--- src/rtl/spawn_position_scheduler_if.sv ---
// Request/ack, RNG and occupancy-query signals shared by the spawn scheduler and its neighbours.
// The slave modport is the scheduler's view; master is the game/RNG/board side.
interface spawn_position_scheduler_if;
  logic       apple_req;
  logic       wall_req;
  logic       apple_ack;
  logic       wall_ack;
  logic [3:0] pos_x;
  logic [3:0] pos_y;
  logic       pos_fail;
  logic       rng_enable;
  logic [7:0] rng_number;
  logic [3:0] occ_x;
  logic [3:0] occ_y;
  logic       occ_hit;
  logic       busy;

  modport slave (
    input  apple_req, wall_req, rng_number, occ_hit,
    output apple_ack, wall_ack, pos_x, pos_y, pos_fail, rng_enable, occ_x, occ_y, busy
  );

  modport master (
    output apple_req, wall_req, rng_number, occ_hit,
    input  apple_ack, wall_ack, pos_x, pos_y, pos_fail, rng_enable, occ_x, occ_y, busy
  );
endinterface

--- src/rtl/spawn_position_scheduler.sv ---
// Arbitrates the wall-mode RNG between apple and wall spawn requests, drawing candidate
// cells until one is on-grid and unoccupied or the try budget is exhausted.
module spawn_position_scheduler #(
  parameter int unsigned GRID_W    = 16,
  parameter int unsigned GRID_H    = 12,
  parameter int unsigned RNG_WAIT  = 2,
  parameter int unsigned MAX_TRIES = 15
) (
  input logic                         system_clk,
  input logic                         reset,
  spawn_position_scheduler_if.slave   bus
);

  typedef enum logic [2:0] {IDLE, STEP, WAIT, CHECK, DONE} state_t;
  typedef enum logic {SIDE_APPLE, SIDE_WALL} side_t;

  state_t     state;
  side_t      grant;
  side_t      pref;
  logic [7:0] tries;
  logic [7:0] wait_cnt;
  logic [3:0] cand_x;
  logic [3:0] cand_y;
  logic [3:0] pos_x_r;
  logic [3:0] pos_y_r;
  logic       pos_fail_r;
  logic       apple_ack_r;
  logic       wall_ack_r;
  logic       rng_en_r;
  logic       busy_r;

  logic granted_req;
  logic in_bounds;
  logic legal;

  // Out-of-bounds candidates are illegal regardless of occ_hit.
  always_comb begin
    granted_req = (grant == SIDE_APPLE) ? bus.apple_req : bus.wall_req;
    in_bounds   = ({1'b0, cand_x} < 5'(GRID_W)) && ({1'b0, cand_y} < 5'(GRID_H));
    legal       = in_bounds && !bus.occ_hit;
  end

  always_ff @(posedge system_clk or posedge reset) begin
    if (reset) begin
      state       <= IDLE;
      grant       <= SIDE_APPLE;
      pref        <= SIDE_APPLE;
      tries       <= '0;
      wait_cnt    <= '0;
      cand_x      <= '0;
      cand_y      <= '0;
      pos_x_r     <= '0;
      pos_y_r     <= '0;
      pos_fail_r  <= 1'b0;
      apple_ack_r <= 1'b0;
      wall_ack_r  <= 1'b0;
      rng_en_r    <= 1'b0;
      busy_r      <= 1'b0;
    end else begin
      rng_en_r    <= 1'b0;
      apple_ack_r <= 1'b0;
      wall_ack_r  <= 1'b0;
      case (state)
        IDLE: begin
          if (bus.apple_req || bus.wall_req) begin
            if (bus.apple_req && (!bus.wall_req || pref == SIDE_APPLE)) begin
              grant <= SIDE_APPLE;
              pref  <= SIDE_WALL;
            end else begin
              grant <= SIDE_WALL;
              pref  <= SIDE_APPLE;
            end
            tries    <= '0;
            state    <= STEP;
            busy_r   <= 1'b1;
            rng_en_r <= 1'b1;
          end
        end
        STEP: begin
          if (!granted_req) begin
            state  <= IDLE;
            busy_r <= 1'b0;
          end else begin
            tries    <= tries + 8'd1;
            wait_cnt <= 8'(RNG_WAIT - 1);
            state    <= WAIT;
          end
        end
        WAIT: begin
          if (!granted_req) begin
            state  <= IDLE;
            busy_r <= 1'b0;
          end else if (wait_cnt == '0) begin
            cand_x <= bus.rng_number[7:4];
            cand_y <= bus.rng_number[3:0];
            state  <= CHECK;
          end else begin
            wait_cnt <= wait_cnt - 8'd1;
          end
        end
        CHECK: begin
          if (!granted_req) begin
            state  <= IDLE;
            busy_r <= 1'b0;
          end else if (!legal && tries < 8'(MAX_TRIES)) begin
            state    <= STEP;
            rng_en_r <= 1'b1;
          end else begin
            pos_x_r     <= cand_x;
            pos_y_r     <= cand_y;
            pos_fail_r  <= !legal;
            apple_ack_r <= (grant == SIDE_APPLE);
            wall_ack_r  <= (grant == SIDE_WALL);
            state       <= DONE;
          end
        end
        DONE: begin
          state  <= IDLE;
          busy_r <= 1'b0;
        end
        default: begin
          state  <= IDLE;
          busy_r <= 1'b0;
        end
      endcase
    end
  end

  assign bus.apple_ack  = apple_ack_r;
  assign bus.wall_ack   = wall_ack_r;
  assign bus.pos_x      = pos_x_r;
  assign bus.pos_y      = pos_y_r;
  assign bus.pos_fail   = pos_fail_r;
  assign bus.rng_enable = rng_en_r;
  assign bus.occ_x      = cand_x;
  assign bus.occ_y      = cand_y;
  assign bus.busy       = busy_r;

endmodule

--- src/flat_wrapper.sv ---
// flat-port wrapper written by rule: the top's interface ports become plain ports
module spawn_position_scheduler_flat 
#(
  parameter int unsigned GRID_W    = 16,
  parameter int unsigned GRID_H    = 12,
  parameter int unsigned RNG_WAIT  = 2,
  parameter int unsigned MAX_TRIES = 15
)
  (system_clk, reset, bus_apple_req, bus_wall_req, bus_rng_number, bus_occ_hit, bus_apple_ack, bus_wall_ack, bus_pos_x, bus_pos_y, bus_pos_fail, bus_rng_enable, bus_occ_x, bus_occ_y, bus_busy);
  spawn_position_scheduler_if bus_i ();
  input logic system_clk;
  input logic reset;
  input wire logic [$bits(bus_i.apple_req)-1:0] bus_apple_req;
  input wire logic [$bits(bus_i.wall_req)-1:0] bus_wall_req;
  input wire logic [$bits(bus_i.rng_number)-1:0] bus_rng_number;
  input wire logic [$bits(bus_i.occ_hit)-1:0] bus_occ_hit;
  output wire logic [$bits(bus_i.apple_ack)-1:0] bus_apple_ack;
  output wire logic [$bits(bus_i.wall_ack)-1:0] bus_wall_ack;
  output wire logic [$bits(bus_i.pos_x)-1:0] bus_pos_x;
  output wire logic [$bits(bus_i.pos_y)-1:0] bus_pos_y;
  output wire logic [$bits(bus_i.pos_fail)-1:0] bus_pos_fail;
  output wire logic [$bits(bus_i.rng_enable)-1:0] bus_rng_enable;
  output wire logic [$bits(bus_i.occ_x)-1:0] bus_occ_x;
  output wire logic [$bits(bus_i.occ_y)-1:0] bus_occ_y;
  output wire logic [$bits(bus_i.busy)-1:0] bus_busy;
  assign bus_i.apple_req = bus_apple_req;
  assign bus_i.wall_req = bus_wall_req;
  assign bus_i.rng_number = bus_rng_number;
  assign bus_i.occ_hit = bus_occ_hit;
  assign bus_apple_ack = bus_i.apple_ack;
  assign bus_wall_ack = bus_i.wall_ack;
  assign bus_pos_x = bus_i.pos_x;
  assign bus_pos_y = bus_i.pos_y;
  assign bus_pos_fail = bus_i.pos_fail;
  assign bus_rng_enable = bus_i.rng_enable;
  assign bus_occ_x = bus_i.occ_x;
  assign bus_occ_y = bus_i.occ_y;
  assign bus_busy = bus_i.busy;
  spawn_position_scheduler #(.GRID_W(GRID_W), .GRID_H(GRID_H), .RNG_WAIT(RNG_WAIT), .MAX_TRIES(MAX_TRIES)) u_core (.system_clk(system_clk), .reset(reset), .bus(bus_i));
endmodule
--- config.mk ---
export PLATFORM = sky130hd
export DESIGN_NAME = spawn_position_scheduler_flat
export DESIGN_NICKNAME = d
export VERILOG_FILES = /design/src/rtl/spawn_position_scheduler_if.sv /design/src/rtl/spawn_position_scheduler.sv /design/src/flat_wrapper.sv
export SDC_FILE = /design/constraint.sdc
export NUM_CORES = 1
export LEC_CHECK = 0
export CORE_ASPECT_RATIO = 1.4
export CORE_MARGIN = 2
export CORE_UTILIZATION = 40
export CTS_CLUSTER_DIAMETER = 30
export DETAILED_ROUTE_END_ITERATION = 10
export SYNTH_ARGS = -nofsm -noshare
export SYNTH_HDL_FRONTEND = slang
export SYNTH_SLANG_ARGS = --single-unit
--- constraint.sdc ---
create_clock -name system_clk -period 2.7 [get_ports system_clk]
set_clock_uncertainty 0.1 [all_clocks]
set_input_delay 0.54 -clock system_clk [delete_from_list [all_inputs] [get_ports system_clk]]
set_output_delay 0.54 -clock system_clk [all_outputs]
set_load 0.05 [all_outputs]
Word level (Yosys, flattened, before mapping)
Cells that the tools add are included.
Widths: inputs -> output; s select.
{"block": "classes", "addsub": 2, "n_lt_le_gt_ge": 2, "eq_ne": 9, "muxes": 30, "bitwise_logic": 3, "n_reduce_logical": 20}
{"cell": "$mux 8", "count": 5}
{"cell": "$pmux 8 s2", "count": 2}
{"cell": "$mux 3", "count": 5}
{"cell": "$mux 1", "count": 14}
{"cell": "$pmux 3 s4", "count": 1}
{"cell": "$reduce_and 3->1", "count": 3}
{"cell": "$add 8x1->8 const B", "count": 1}
{"cell": "$logic_not 8->1", "count": 1}
{"cell": "$lt 8x4->1 const B", "count": 1}
{"cell": "$sub 8x1->8 const B", "count": 1}
{"cell": "$eq 3x2->1 const B", "count": 2}
{"cell": "$ne 2x1->1 const B", "count": 3}
{"cell": "$reduce_and 2->1", "count": 3}
{"cell": "$lt 4x4->1 const B", "count": 1}
{"cell": "$ne 2x2->1 const B", "count": 2}
{"cell": "$pmux 1 s2", "count": 2}
{"cell": "$reduce_and 4->1", "count": 1}
{"cell": "$reduce_bool 2->1", "count": 2}
{"cell": "$eq 3x1->1 const B", "count": 1}
{"cell": "$logic_and 1x1->1", "count": 3}
{"cell": "$logic_not 1->1", "count": 3}
{"cell": "$logic_not 3->1", "count": 1}
{"cell": "$ne 3x3->1 const B", "count": 1}
{"cell": "$not 1->1", "count": 3}
{"cell": "3 further kinds", "count": 4}
{"block": "word_totals", "reg_bits": 42, "input_bits": 13, "out_inout_bits": 21}

Longest topological paths before layout
Gate-level depths: netlist (run 1).
{"block": "logic_depth", "word_depth": 7, "depth_mapped": 7, "mapped_depth_nobuf": 6}

Least setup slack after synthesis (run 1)
Ideal clock, no wire load.
{"block": "synth_timing", "path_type": "reg-to-reg", "from": "reg u_core.cand_y[3] (netlist: u_core.bus.occ_y[3])", "to": "reg u_core.pos_x_r[0] (netlist: u_core.bus.pos_x[0])", "setup_ns": 0.125, "arrival_time_ns": 1.811, "t_required_ns": 2.475, "slack_ns": 0.664, "stages_incl_launch_ff": 5, "n_path_buf": 0, "period_less_slack_ns": 2.036, "cell_sequence": "dfrtp_1 -> a21oi_1 -> nor3b_4 -> nor3_4 -> mux2_4"}
{"block": "synth_via", "elab_chain_cells": 6}
{"element": "start, declared", "line_no": "spawn_position_scheduler.sv:23", "rtl": "logic [3:0] cand_y;"}
{"element": "start signal, assigned", "line_no": "spawn_position_scheduler.sv:95", "rtl": "cand_y <= bus.rng_number[3:0];"}
{"element": "$lt 4x4->1", "line_no": "spawn_position_scheduler.sv:39", "rtl": "in_bounds = ({1'b0, cand_x} < 5'(GRID_W)) && ({1'b0, cand_y} < 5'(GRID_H));"}
{"element": "$logic_and 1x1->1", "line_no": "spawn_position_scheduler.sv:40", "rtl": "legal = in_bounds && !bus.occ_hit;"}
{"element": "$logic_not 1->1", "line_no": "spawn_position_scheduler.sv:105", "rtl": "end else if (!legal && tries < 8'(MAX_TRIES)) begin"}
{"element": "$logic_and 1x1->1", "line_no": "spawn_position_scheduler.sv:105"}
{"element": "$not 1->1 (no source line)"}
{"element": "$reduce_and 3->1 (no source line)"}
{"element": "end signal, assigned", "line_no": "spawn_position_scheduler.sv:109", "rtl": "pos_x_r <= cand_x;"}
{"element": "end, declared", "line_no": "spawn_position_scheduler.sv:24", "rtl": "logic [3:0] pos_x_r;"}
No other way between the ends.
A chain may end at the register's enable or synchronous reset.

Worst setup path after layout (run 1)
{"block": "layout_timing", "from": "reg u_core.cand_y[2] (netlist: u_core.bus.occ_y[2])", "to": "out bus_occ_y[2]"}
{"element": "end, declared", "line_no": "flat_wrapper.sv:24", "rtl": "output wire logic [$bits(bus_i.occ_y)-1:0] bus_occ_y;"}
No word-level cell between the ends.

==> results of run 1 <==
[state kept, by name, summed over array words and instances, names as in the netlist, 3 cells and up]
signal            cells
u_core.bus.occ_x      4
u_core.tries          8
u_core.bus.pos_x      4
u_core.state          3
u_core.wait_cnt       8
u_core.bus.pos_y      4
u_core.bus.occ_y      4
[per-layer routing]
layer  wire length, µm  part of all wire  vias up
li1                  -                 -      740
met1              1850              0.40      792
met2              2550              0.56       23
met3               113             0.025        4
met4                46             0.010        0
met5                 0                 0        -
[synth_stat cells, types with 2 or more instances]
| library cell | n | share of area |
|---|---|---|
| nand3_1 | 2 | 0.0047 |
| o21ai_0 | 3 | 0.0070 |
| nand2b_1 | 5 | 0.015 |
| a21oi_1 | 13 | 0.030 |
| ha_1 | 3 | 0.018 |
| or4_1 | 2 | 0.0070 |
| buf_2 | 4 | 0.0094 |
| a21boi_0 | 2 | 0.0070 |
| inv_1 | 9 | 0.016 |
| a31o_2 | 3 | 0.012 |
| clkbuf_1 | 2 | 0.0035 |
| nand2_1 | 15 | 0.026 |
| nor2_1 | 10 | 0.018 |
| buf_4 | 2 | 0.0070 |
| dfrtp_1 | 42 | 0.49 |
| mux2_4 | 8 | 0.056 |
| nor4b_1 | 3 | 0.012 |
| nor4_1 | 2 | 0.0059 |
| xnor2_1 | 2 | 0.0082 |
| nand4_1 | 5 | 0.015 |
| and4_1 | 2 | 0.0082 |
| nor3_1 | 5 | 0.012 |
| mux2_2 | 10 | 0.053 |
| a31oi_1 | 2 | 0.0059 |
| o31ai_1 | 3 | 0.011 |
| mux2i_1 | 3 | 0.014 |
[layout make-up]
class | count | share of cell area
Tap cell | 66 | 0.0312
Sequential cell | 42 | 0.397
Timing Repair Buffer | 37 | 0.136
Clock inverter | 3 | 0.0165
Inverter | 9 | 0.0128
Multi-Input combinational cell | 126 | 0.380
Clock buffer | 5 | 0.0260
[placed cells by master (no fill, tap or decap), types with 8 or more instances in the layout]
master / count
clkdlybuf4s50_1: 33
nor2_1: 10
a21oi_1: 13
nand2_1: 15
dfrtp_1: 42
mux2_4: 8
inv_1: 9
mux2_2: 10
[cells by family after synthesis]
| logic type | Yosys count | synth area share |
|---|---|---|
| buf+inv | 17 | 0.0358 |
| compound gates | 33 | 0.105 |
| flops | 42 | 0.493 |
| fa+ha+maj | 3 | 0.0176 |
| xor+xnor | 2 | 0.00821 |
| mux | 22 | 0.134 |
| simple gates | 66 | 0.207 |
[worst min-delay path by stage]
stage                     endpoint  cells after the start
3_3_place_gp           u_core.pref                      1
5_1_grt        u_core.bus.pos_x[3]                      1
4_1_cts                u_core.pref                      1
2_1_floorplan          u_core.pref                      1
6_report               u_core.pref                      1
3_5_place_dp           u_core.pref                      1
[per-stage QoR]
stage               setup WS (ps)   util  total power [mW]
global placement              306  0.491              2.71
detailed placement            226  0.491              2.77
global route                  457  0.513              3.46
finish                        520  0.513              3.25
CTS                           511  0.513              3.28
floorplan                     664      -              2.27
[power groups by stage]
stage                     logic, mW  clock network (mW)  registers [mW]
after detailed placement       1.66                   0            1.11
after global routing           1.77               0.548            1.13
after CTS                      1.67               0.516            1.10
after floorplan               0.795                   0            1.48
final                          1.65               0.503            1.09
after global placement         1.62                   0            1.09
==> results.txt, run 1 <==
Post-synth EDFFs: 0
DP Cell Count: 280
Setup crit end kind: output pin
First-pass GRT wire length: 7970 µm
Crit path depth: 1
Average cell area after synthesis: 11.5 µm²
Die Height: 90.4 µm
CP max-delay cell: clkdlybuf4s50_1
Register area share after synthesis: 0.493
Endpoints failing setup: 0
Largest net degree at the start of global routing: 43
Yosys reg bits: 42
Setup TNS: 0 ps
CTS H-Tree Depth: 2
Max IR drop VDD: 0.000531 V
Reg2Reg Depth: 5
Post-cts gate resize count: 0
Hold Vio Cnt, Final: 0
Status: complete, no violations
Synthesis Warnings: 0
Fin. max-slew vios: 0
Root buffer cell: clkbuf_8
P_leak: 1.15 nW
Post-route cell area: 2650 µm²
Synth Net Count: 201
Clock power share: 0.155
Setup repair after global routing missed its margin: false
DRT iter0 DRCs: 66
Worst Setup EP: bus_occ_y[2]
Nets: 237
Synth unique cells: 49
Cell Area, Synth: 2130 µm²
Sequential power share: 0.337
Switching pwr: 1.46 mW
Least-Margin Pin Slew: 718 ps
Minimum clock period: 2180 ps
CP Launch Type: flip-flop
CTS Sinks: 42
Fmax: 0.459 GHz
Non-Filler Instances: 288
Grt met2 use: 0.301
I/O pin count: 34
GR Util met1: 0.205
FF-to-FF End: u_core.bus.pos_x[3]
Max incr delay on CP: 830 ps
Share of layout cells above drive strength 1: 0.207
Final WL: 4560 µm
CP max FO: 4
Remaining global-route overflow: 0
Die X: 65.7 µm
Max-Cap Viols: 0
Area added between synthesis and finish: 24.0%
R2R setup slack: 600 ps
Register area: 1050 µm²
Ant. Diodes: 0
Critical path type: flip-flop to output pin
Hold Slack: 400 ps
Die footprint: 5940 µm²
Reg clk slew, reported paths: 90 ps
CTS buffer count: 5
Reg-to-Reg Start: u_core.tries[7]
Worst skew pair latency: 290 ps
Mapped Cells: 185
Total Routing Usage GR: 0.172
Worst path top cell family by delay: buffers and inverters
Pwr/cell area: 1230 nW/µm²
Std-Cell Rows: 31
DR pass1 iterations: 4
Placed cell area: 2530 µm²
Final Cycle Share: 0.807
Async S/R FF share, synth: 1.00
CP startpoint: u_core.bus.occ_y[2]
Internal Pwr Total: 1.79 mW
Buf/Inv on CP: 1
Routed Antenna Nets: 0
DRC Markers: 0
Area of the multi-input gates: 1010 µm²
Post-DP HPWL: 3370 µm
Core area: 5160 µm²
Vias in the first global route: 1634
Setup Fix Bufs, Post-CTS: 0
PortBufs: 33
Fillcell total: 448
Met3 Usage GRT: 0.0387
GR peak layer: met2
Required @ worst endpoint: 2060 ps
Path category of the worst min-delay check: flip-flop to flip-flop
Crit path cell chain: clkdlybuf4s50_1
Synth Flop Type: dfrtp_1
Comb power frac: 0.509
Hold-fix buffers at CTS: 0
Hold_sp: u_core.pref
Vias per cell: 5.41
Slew HR: 0.521
Via Count: 1559
Avg WL per Cell: 15.8 µm
Initial Utilization: 0.414
Placer Congestion: 0.790
CP arrival: 1540 ps
Sw Share: 0.449
CTS tree: built
Max clock buf depth: 2
Initial antenna violation count: 0
Note: power is estimated with default switching activity, not from simulation.
==> run 2: changes to the inputs <==
Clock period 2.7 ns to 2.1 ns, I/O delays scaled along.
==> results.txt, run 2 (synthesis results as in run 1) <==
Status: complete, no violations
Grt met2 use: 0.311
Placed cell area: 2680 µm²
Worst path top cell family by delay: buffers and inverters
Final WL: 4640 µm
CP startpoint: u_core.bus.occ_x[1]
Via Count: 1619
CP Launch Type: flip-flop
Reg clk slew, reported paths: 80 ps
Routed Antenna Nets: 0
Initial antenna violation count: 0
Overall power: 4.19 mW
Buf/Inv on CP: 1
DR pass1 iterations: 4
Non-Filler Instances: 304
Clock power share: 0.120
Area added between synthesis and finish: 30.2%
Crit path depth: 1
Setup repair after global routing missed its margin: false
Remaining global-route overflow: 0
Ant. Diodes: 0
Worst skew pair latency: 290 ps
Required @ worst endpoint: 1580 ps
Hold Vio Cnt, Final: 0
Comb power frac: 0.543
CTS tree: built
Max clock buf depth: 2
CP max FO: 3
CP arrival: 1490 ps
R2R setup slack: 160 ps
Least-Margin Pin Slew: 511 ps
Crit path cell chain: clkdlybuf4s50_1
Vias per cell: 5.33
Reg2Reg Depth: 5
Top Registers: u_core.tries: 8 flops, u_core.wait_cnt: 8 flops
Post-DP HPWL: 3480 µm
Setup TNS: 0 ps
Fmax: 0.498 GHz
DRT iter0 DRCs: 77
FF-to-FF End: u_core.bus.pos_y[2]
Initial Utilization: 0.414
Sequential power share: 0.337
GR peak layer: met2
Minimum clock period: 2010 ps
P_leak: 1.25 nW
Switching pwr: 1.88 mW
Max-Cap Viols: 0
First-pass GRT wire length: 7910 µm
DP Cell Count: 296
Most frequent cells in the layout: 42 x dfrtp_1, 32 x clkdlybuf4s50_1, 18 x buf_4
Pwr/cell area: 1510 nW/µm²
Path category of the worst min-delay check: primary input to asynchronous set/reset pin
Vias in the first global route: 1686
Max incr delay on CP: 820 ps
I/O pin count: 34
Leading cell type in the layout, fill and taps excluded: dfrtp_1
Std-Cell Rows: 31
Fillcell total: 448
Reg-to-Reg Start: u_core.tries[7]
Critical path type: flip-flop to output pin
Met3 Usage GRT: 0.0337
Root buffer cell: clkbuf_8
Slew HR: 0.658
Final Cycle Share: 0.957
Hold-fix buffers at CTS: 0
Fin. max-slew vios: 0
PortBufs: 33
Share of layout cells above drive strength 1: 0.265
Largest net degree at the start of global routing: 43
Endpoints failing setup: 0
Die Height: 90.4 µm
DRC Markers: 0
Worst Setup EP: bus_occ_x[1]
Nets: 253
GR Util met1: 0.195
Core area: 5160 µm²
Area of the multi-input gates: 1020 µm²
Total Routing Usage GR: 0.170
CTS buffer count: 5
Setup crit end kind: output pin
Register area: 1050 µm²
Die X: 65.7 µm
Post-route cell area: 2780 µm²
Placer Congestion: 0.792
Sw Share: 0.450
Internal Pwr Total: 2.30 mW
CTS Sinks: 42
CTS H-Tree Depth: 2
CP max-delay cell: clkdlybuf4s50_1
Die footprint: 5940 µm²
Avg WL per Cell: 15.3 µm
Max IR drop VDD: 0.000558 V
## run 2: worst min path at each step
stage          slack (ps)  cells after the start           startpoint             endpoint
2_1_floorplan         360                      1          u_core.pref          u_core.pref
3_3_place_gp          370                      1          u_core.pref          u_core.pref
3_5_place_dp          400                      1  u_core.bus.pos_y[1]  u_core.bus.pos_y[1]
4_1_cts               400                      3                reset  u_core.bus.pos_x[2]
5_1_grt               430                      3                reset  u_core.bus.pos_x[2]
6_report              390                      3                reset  u_core.bus.pos_x[2]
## run 2: metal layers
layer	vias up	routed length [µm]
met5	-	0
met1	821	1940
li1	780	-
met4	0	24
met2	16	2580
met3	2	89
## run 2: power by group through the flow
| stage | clock network [mW] | registers (mW) | logic [mW] |
|---|---|---|---|
| finish | 0.504 | 1.41 | 2.27 |
| global route | 0.567 | 1.46 | 2.44 |
| CTS | 0.530 | 1.41 | 2.29 |
| detailed placement | 0 | 1.42 | 2.28 |
| global placement | 0 | 1.40 | 2.23 |
| floorplan | 0 | 1.90 | 1.02 |
## run 2: timing repair
item | CTS | global route
buffers inserted | 0 | 0
resized for setup | 0 | 4
setup endpoints to repair | 0 | 9
## run 2: area by class of cell
cell class | instances | area share
flip-flops and latches | 42 | 0.378
well taps | 66 | 0.0297
clock buffers | 6 | 0.0261
clock inverters | 2 | 0.00495
inverters | 9 | 0.0122
repair buffers | 53 | 0.183
multi-input cells | 126 | 0.366
## run 2: metrics by stage
step | util | hold slack (ps) | setup WS (ps)
2_1_floorplan | - | 359 | 64.4
4_1_cts | 0.536 | 404 | 37.7
3_3_place_gp | 0.519 | 375 | -123
6_report | 0.538 | 394 | 90.7
3_5_place_dp | 0.519 | 398 | -190
5_1_grt | 0.538 | 428 | 36.2
==> run 3: changes to the inputs <==
Settings changed: CAP_MARGIN from default to 20.
==> results of run 3 <==
Same layout as run 2: the final DEF is identical, and so are final timing and power.
